## config.mk

```make
export PLATFORM = sky130hd
export DESIGN_NAME = store_monitor
export DESIGN_NICKNAME = d
export VERILOG_FILES = /design/src/rtl/store_monitor.sv
export SDC_FILE = /design/constraint.sdc
export NUM_CORES = 1
export LEC_CHECK = 0
export CELL_PAD_IN_SITES_DETAIL_PLACEMENT = 0
export CELL_PAD_IN_SITES_GLOBAL_PLACEMENT = 1
export CORE_MARGIN = 2
export CORE_UTILIZATION = 55
export CTS_BUF_LIST = sky130_fd_sc_hd__clkbuf_8
export DETAILED_ROUTE_END_ITERATION = 7
export DONT_BUFFER_PORTS = 1
export PLACE_DENSITY_LB_ADDON = 0.12
export SKIP_LAST_GASP = 1
export SYNTH_ARGS = -nofsm -noshare
export SYNTH_HDL_FRONTEND = slang
export SYNTH_SLANG_ARGS = --single-unit
```

## constraint.sdc

```tcl
create_clock -name clk -period 9.05 [get_ports clk]
set_input_delay 0.4525 -clock clk [delete_from_list [all_inputs] [get_ports clk]]
set_output_delay 0.4525 -clock clk [all_outputs]
set_load 0.05 [all_outputs]
```

## src/rtl/store_monitor.sv

```systemverilog
// Store monitor for the multi-cycle processor: logs every data-memory store into a
// first-word fall-through trace FIFO and delivers a sticky pass/fail/timeout verdict.
module store_monitor #(
    parameter logic [31:0] EXP_ADDR = 32'd84,
    parameter logic [31:0] EXP_DATA = 32'd7,
    parameter logic [31:0] IGN_ADDR = 32'd80,
    parameter int          TIMEOUT  = 50,
    parameter int          DEPTH    = 8
) (
    input  logic        clk,
    input  logic        reset,
    input  logic        memwrite,
    input  logic [31:0] dataadr,
    input  logic [31:0] writedata,
    input  logic        rd_en,
    output logic        rd_valid,
    output logic [31:0] rd_addr,
    output logic [31:0] rd_data,
    output logic        overflow,
    output logic [15:0] store_cnt,
    output logic        done,
    output logic        pass,
    output logic        fail,
    output logic [1:0]  fail_code
);

    localparam int CW = $clog2(TIMEOUT + 1);
    localparam int AW = $clog2(DEPTH);
    localparam logic [CW-1:0] LAST_CYCLE = CW'(TIMEOUT - 1);

    localparam logic [1:0] CODE_NONE     = 2'b00;
    localparam logic [1:0] CODE_BAD_DATA = 2'b01;
    localparam logic [1:0] CODE_BAD_ADDR = 2'b10;
    localparam logic [1:0] CODE_TIMEOUT  = 2'b11;

    typedef enum logic [1:0] {ST_RUN, ST_PASS, ST_FAIL} state_t;

    state_t        state, next_state;
    logic [1:0]    next_code;
    logic [CW-1:0] cycle_cnt;

    // ---------------- verdict FSM ----------------
    // NOTE: always_comb gives every output a default first, so no path can infer a latch.
    always_comb begin
        next_state = state;
        next_code  = fail_code;
        if (state == ST_RUN) begin
            if (memwrite && dataadr == EXP_ADDR) begin
                if (writedata == EXP_DATA) begin
                    next_state = ST_PASS;
                end else begin
                    next_state = ST_FAIL;
                    next_code  = CODE_BAD_DATA;
                end
            end else if (memwrite && dataadr != IGN_ADDR) begin
                next_state = ST_FAIL;
                next_code  = CODE_BAD_ADDR;
            end else if (cycle_cnt == LAST_CYCLE) begin
                // Store verdicts above take priority over a coincident timeout.
                next_state = ST_FAIL;
                next_code  = CODE_TIMEOUT;
            end
        end
    end

    // NOTE: sequential state uses non-blocking assignments so every flop samples pre-edge values.
    always_ff @(posedge clk or negedge reset) begin
        if (!reset) begin
            state     <= ST_RUN;
            fail_code <= CODE_NONE;
            cycle_cnt <= '0;
            pass      <= 1'b0;
            fail      <= 1'b0;
            done      <= 1'b0;
        end else begin
            state     <= next_state;
            fail_code <= next_code;
            if (state == ST_RUN)
                cycle_cnt <= cycle_cnt + 1'b1;
            pass <= (next_state == ST_PASS);
            fail <= (next_state == ST_FAIL);
            done <= (next_state != ST_RUN);
        end
    end

    // ---------------- trace FIFO ----------------
    logic [63:0] mem [DEPTH];
    logic [AW:0] wr_ptr, rd_ptr;
    logic        empty, full, pop, push;

    assign empty = (wr_ptr == rd_ptr);
    assign full  = (wr_ptr[AW] != rd_ptr[AW]) && (wr_ptr[AW-1:0] == rd_ptr[AW-1:0]);
    assign pop   = rd_en && !empty;
    // A pop on the same edge frees the slot, so a store into a full FIFO is still kept.
    assign push  = memwrite && (!full || pop);

    assign rd_valid = !empty;
    assign rd_addr  = mem[rd_ptr[AW-1:0]][63:32];
    assign rd_data  = mem[rd_ptr[AW-1:0]][31:0];

    // NOTE: the storage array has no reset; only pointers define which entries are valid.
    always_ff @(posedge clk) begin
        if (push)
            mem[wr_ptr[AW-1:0]] <= {dataadr, writedata};
    end

    always_ff @(posedge clk or negedge reset) begin
        if (!reset) begin
            wr_ptr    <= '0;
            rd_ptr    <= '0;
            overflow  <= 1'b0;
            store_cnt <= '0;
        end else begin
            if (push)
                wr_ptr <= wr_ptr + 1'b1;
            if (pop)
                rd_ptr <= rd_ptr + 1'b1;
            if (memwrite && !push)
                overflow <= 1'b1;
            if (memwrite && store_cnt != 16'hFFFF)
                store_cnt <= store_cnt + 16'd1;
        end
    end

endmodule

```

======== Word level (Yosys, flattened, before mapping) ========
Memories as Yosys holds them, arrays and structs flattened.
Cells that the tools add are included.
operators by class
  $add $sub $neg .......................... 4
  multiply operators ...................... 0
  divide/modulo/power cells ............... 0
  $lt $le $gt $ge ......................... 0
  equal/unequal tests ..................... 11
  shift operators ......................... 0
  muxes and demuxes ....................... 11
  bitwise logic cells ..................... 0
  reduce and logical (&&, ||, !) cells .... 15
operator list
  cell                     count
  $eq A32 B3 Y1 const B    1
  $eq A32 B7 Y1 const B    1
  $ne A32 B7 Y1 const B    1
  $mux W2                  9
  $add A16 B1 Y16 const B  1
  $ne A16 B16 Y1 const B   1
  $add A4 B1 Y4 const B    2
  $logic_and A1 B1 Y1      7
  $add A6 B1 Y6 const B    1
  $eq A6 B6 Y1 const B     1
  $eq A4 B4 Y1             1
  $eq A3 B3 Y1             1
  $logic_not A1 Y1         3
  $reduce_and A3 Y1        1
  $reduce_bool A3 Y1       1
  $eq A2 B1 Y1 const B     1
  $eq A2 B2 Y1 const B     1
  $logic_not A2 Y1         1
  $mux W1                  2
  $ne A2 B2 Y1 const B     1
  $reduce_bool A2 Y1       1
  $logic_or A1 B1 Y1       1
  $ne A1 B1 Y1             1
word-level totals
  register bits ........................... 38
  bits in latches ......................... 0
  bits in writable memories ............... 512
  bits in read-only memories .............. 0
  bits of input ports ..................... 68
  output and inout bits ................... 87
  logic and storage cells ................. 52
  memories ................................ 1
memory list
  memory  depth  width  rd ports  clocked after Yosys merged registers in  wr ports  RTL line  text
  mem     8      64     1         0                                        1         87        logic [63:0] mem [DEPTH];

======== Longest topological paths before layout ========
  depth in word-level cells ............... 7
  mapped depth ............................ 6
  mapped depth without buffers ............ 6

======== Least setup slack after synthesis ========
OpenSTA, ideal clock, no wires.
  path kind ............................... register to register
  from .................................... register wr_ptr[0]
  to ...................................... memory mem[2][0] (enable)
  library setup time ...................... 666 ps
  arrival time ............................ 7623 ps
  required time ........................... 8384 ps
  path slack .............................. 761 ps
  stages on the path, launching flop included .. 7
  path buffers ............................ 1
  period minus slack after synthesis ...... 8289 ps
  cells stage by stage .................... dfrtp_1 > buf_2 > xnor2_1 > nand3_1 > nor3_1 > nand2b_1 > nor4b_1
on the way
  longest elaborated chain between the ends .. 7
  elaborated cells between the ends (all ways) .. 10
  those cells by class .................... eq/ne (2); mux (2); reduce/logical (6)
RTL lines
  what                                                     RTL line  text
  start: declaration                                       88        logic [AW:0] wr_ptr, rd_ptr;
  start signal: assignment                                 115       wr_ptr <= wr_ptr + 1'b1;
  $eq A4 B4 Y1 or $eq A3 B3 Y1 (tied branches)             91, 92
  $logic_not A1 Y1 or $logic_and A1 B1 Y1 (tied branches)  93, 92
  $logic_and A1 B1 Y1 or $logic_not A1 Y1 (tied branches)  93, 95
  $logic_or A1 B1 Y1                                       95        assign push = memwrite && (!full || pop);
  $logic_and A1 B1 Y1                                      95
  $mux W1                                                  103       if (push)
  $mux W1 (not written as such)                            104       mem[wr_ptr[AW-1:0]] <= {dataadr, writedata};
  end: declaration                                         87
Parallel ways exist; a longest one is shown, timed or not.

======== Worst setup path after layout ========
  from .................................... register rd_ptr[1]
  to ...................................... output rd_data[1]
on the way
  longest elaborated chain between the ends .. 1
RTL lines
  what                      RTL line  text
  start: declaration        88
  start signal: assignment  117       rd_ptr <= rd_ptr + 1'b1;
  $mem_v2 Z8 W64            -
  end: declaration          18        output logic [31:0] rd_data,
No other way between the ends.

==> results by group <==
Run status
  • Status: finished, final reports clean

Routing
  • Antenna Violating Nets Remaining: 0
  • Wire length per cell: between 20 and 30 microns
  • Via-per-instance ratio: roughly 6
  • WL final: between 40,000 and 50,000 microns
  • DR vias: slightly below 10,000
  • # DRC: 0
  • Router iterations before antenna repair: 5
  • DRT iter0 DRCs: about 500

Timing
  • Peak Freq: about 250 MHz
  • Final setup violating endpoints: 0
  • Clk_skew: 0.0171 ns
  • Pins Over Slew Limit: 0
  • Tightest Pin Transition: between 1 and 1.5 ns
  • Final hold violations: 0
  • RSZ-0062 raised after global routing: no
  • Worst hold slack: around 0.047 ns
  • Minimum clock period: 3.99 ns
  • Setup TNS: 0 ns
  • Final worst-path cycle share: 0.441
  • Max_slew headroom: 0.241
  • Final worst slack: between 5 and 6 ns

Clocking
  • Clk slew on worst S/H paths: 0.06 ns
  • Setup repair bufs after CTS: 0
  • CTS buffer count: 86
  • # clock sinks: 550
  • CTS tree: done
  • PostCTS Resize Cnt: 0
  • Hold_buf cts: 67
  • Worst-skew pair later-pin latency: 0.64 ns
  • CTS max path bufs: 3
  • Root Driver: clkbuf_8
  • CTS H-tree depth: 3

Yosys
  • Synth top area share: 0.726
  • Synth cell count leaders: edfxtp_1 (512), mux4_2 (128), mux2_2 (67)
  • Number of synthesis warnings: 0
  • Ys async rst share: 0.0691
  • Cell taking the most area after synthesis: edfxtp_1
  • Post-synth EDFFs: 512
  • Seq/Total Area, Yosys: 0.771
  • Top cells by area, synth: edfxtp_1 (73%), mux4_2 (14%), dfrtp_1 (4.5%)
  • Syn_nets: between 1,000 and 1,500
  • Seq cells post-synth: 550
  • Ys flop type: edfxtp_1
  • Count of cell types in the netlist: 44
  • Synthesized cell area: between 20,000 and 25,000 sq um
  • Post-synthesis cell count: 929
  • Syn Area/Cell: ~23 sq um
  • Top-count cell post-synth: edfxtp_1

Finish
  • Area Overhead vs Synth: 13.3%
  • # nets final: between 1,000 and 1,500
  • FILL cells: 2,561
  • N_diodes: 0
  • Area of the multi-input gates: between 4000 and 5000 sq um
  • Fraction of layout cells with a size suffix above 1: 0.302
  • Register area: 16,300 sq um

Floorplanning
  • Core outline area: about 38,000 sq um
  • Area of the die: 40,100 sq um
  • I/O pin count: 155
  • Starting density of the core: 0.561
  • FP Rows: approximately 70
  • Chip width: ~200 microns
  • Chip height: around 200 microns

Worst hold path
  • HP Class: primary input to flop
  • Hold path depth: 3
  • Worst Hold Launch: memwrite

Global route
  • M2 GR Usage: 0.354
  • Initial antenna violation count: 1
  • GR Util met3: 0.0625
  • Met1 GRT Util: 0.291
  • GRT overflow: 0
  • Busiest layer in global routing: met2
  • Pin count of the biggest net entering global routing: 70
  • Overall Global Routing Usage: 0.218
  • Via count of the first global-routing pass: 10,600
  • First-pass GRT wire length: about 65,000 microns

Power
  • Cell Pwr Density: between 300 and 400 nW/um^2
  • LEAKAGE: a little under 8 nW
  • Peak VDD IR: about 0.25 mV
  • Tot Pwr: 8.09 mW

Worst setup path
  • R2R cell count: 6
  • Setup Crit Path Kind: flop to output pin
  • Critical path launch point type: flop
  • Worst-path maximum fanout: between 60 and 70
  • Data required time of the worst path: 8.60 ns
  • Setup crit start: rd_ptr[1]
  • Arrival time at the worst endpoint: around 3.5 ns
  • FF-to-FF setup slack: between 5 and 6 ns
  • Worst R2R Start: rd_ptr[1]
  • CP Capture Type: output pin

Run
  • Max_cap viols: 0

Placed design
  • Pre-CTS setup slack: between 5 and 6 ns
  • Final GP Congestion: ~0.75
  • IO Port Bufs: 0
  • DP Wirelength: 22,700 microns
-- stage by stage --
stage          cell area (sq um)  utilization  instances
3_5_place_dp               21800        0.576       1417
5_1_grt                    24000        0.636       1643
2_1_floorplan              21200            -        929
3_3_place_gp               21800        0.576       1417
6_report                   24000        0.636       1643
4_1_cts                    24000        0.636       1643
-- layout by cell type, fill, tap and decap left out, types with 2 or more instances in the layout --
master         synthesis  layout
mux4_2               128     128
nor3_1                 8       5
nor2_1                 6       6
clkinv_1               0      27
xnor2_1               24      24
nand2_1               15      15
clkinv_2               0       8
ha_1                   5       5
or2_2                  2       2
o21ai_0                2       2
clkbuf_8               0      87
nor4_2                 3       4
a21oi_1                5       5
o31ai_1                2       2
and2_1                 3       3
and3_1                 4       4
xor2_1                 5       5
nand4_1               16      16
nor3_2                 1       4
mux2_2                67      67
dlygate4sd3_1          0      66
bufinv_16              0       2
edfxtp_1             512     512
buf_4                  1      19
inv_6                  0       4
clkinvlp_4             0       2
inv_1                  6      34
nor4_1                10       9
nand3_1                6       6
dfrtp_1               38      35
dfrtp_4                0       3
nor3b_2                0       2
-- flip-flops by register name, indices dropped and copies added (netlist names) --
signal	cells
state	2
fail	1
fail_code	2
done	1
rd_ptr	4
mem	512
cycle_cnt	6
store_cnt	16
wr_ptr	4
overflow	1
pass	1
-- metal layers --
| layer | vias up | share of wire |
|---|---|---|
| met5 | - | 0 |
| met4 | 0 | 0.017 |
| met3 | 60 | 0.071 |
| met2 | 296 | 0.50 |
| met1 | 5166 | 0.41 |
| li1 | 4174 | - |
-- logic make-up after synthesis --
kind of cell / count (synthesis) / synth area share
fa+ha+maj: 5 / 0.00295
xor+xnor: 29 / 0.0120
buf+inv: 48 / 0.0129
flops: 550 / 0.771
compound gates: 16 / 0.00508
simple gates: 86 / 0.0246
mux: 195 / 0.172
-- worst max-delay path: stages (launching register included) --
cell	delay, ns
dfrtp_4	1.03
buf_4	0.91
mux4_2	0.43
mux2_2	0.43
-- report_power, final --
group,internal (mW),switching [mW],total (mW)
combinational,0.925,1.78,2.71
sequential,3.19,0.297,3.49
clock,0.960,0.926,1.89
total,5.08,3.01,8.09
-- cell type report --
class	instances	area share
well taps	511	0.0266
clock buffers	87	0.0499
multi-input cells	331	0.192
clock inverters	72	0.0153
flip-flops and latches	550	0.680
inverters	6	0.000990
repair buffers	86	0.0343
-- worst paths after layout --
check	endpoint
max	rd_data[1]
min	fail_code[0]
max reg2reg	mem[7][13]
min reg2reg	fail
max in group asynchronous	rd_ptr[0]
min in group asynchronous	rd_ptr[3]
No activity file was read; power rests on OpenSTA's default activity.
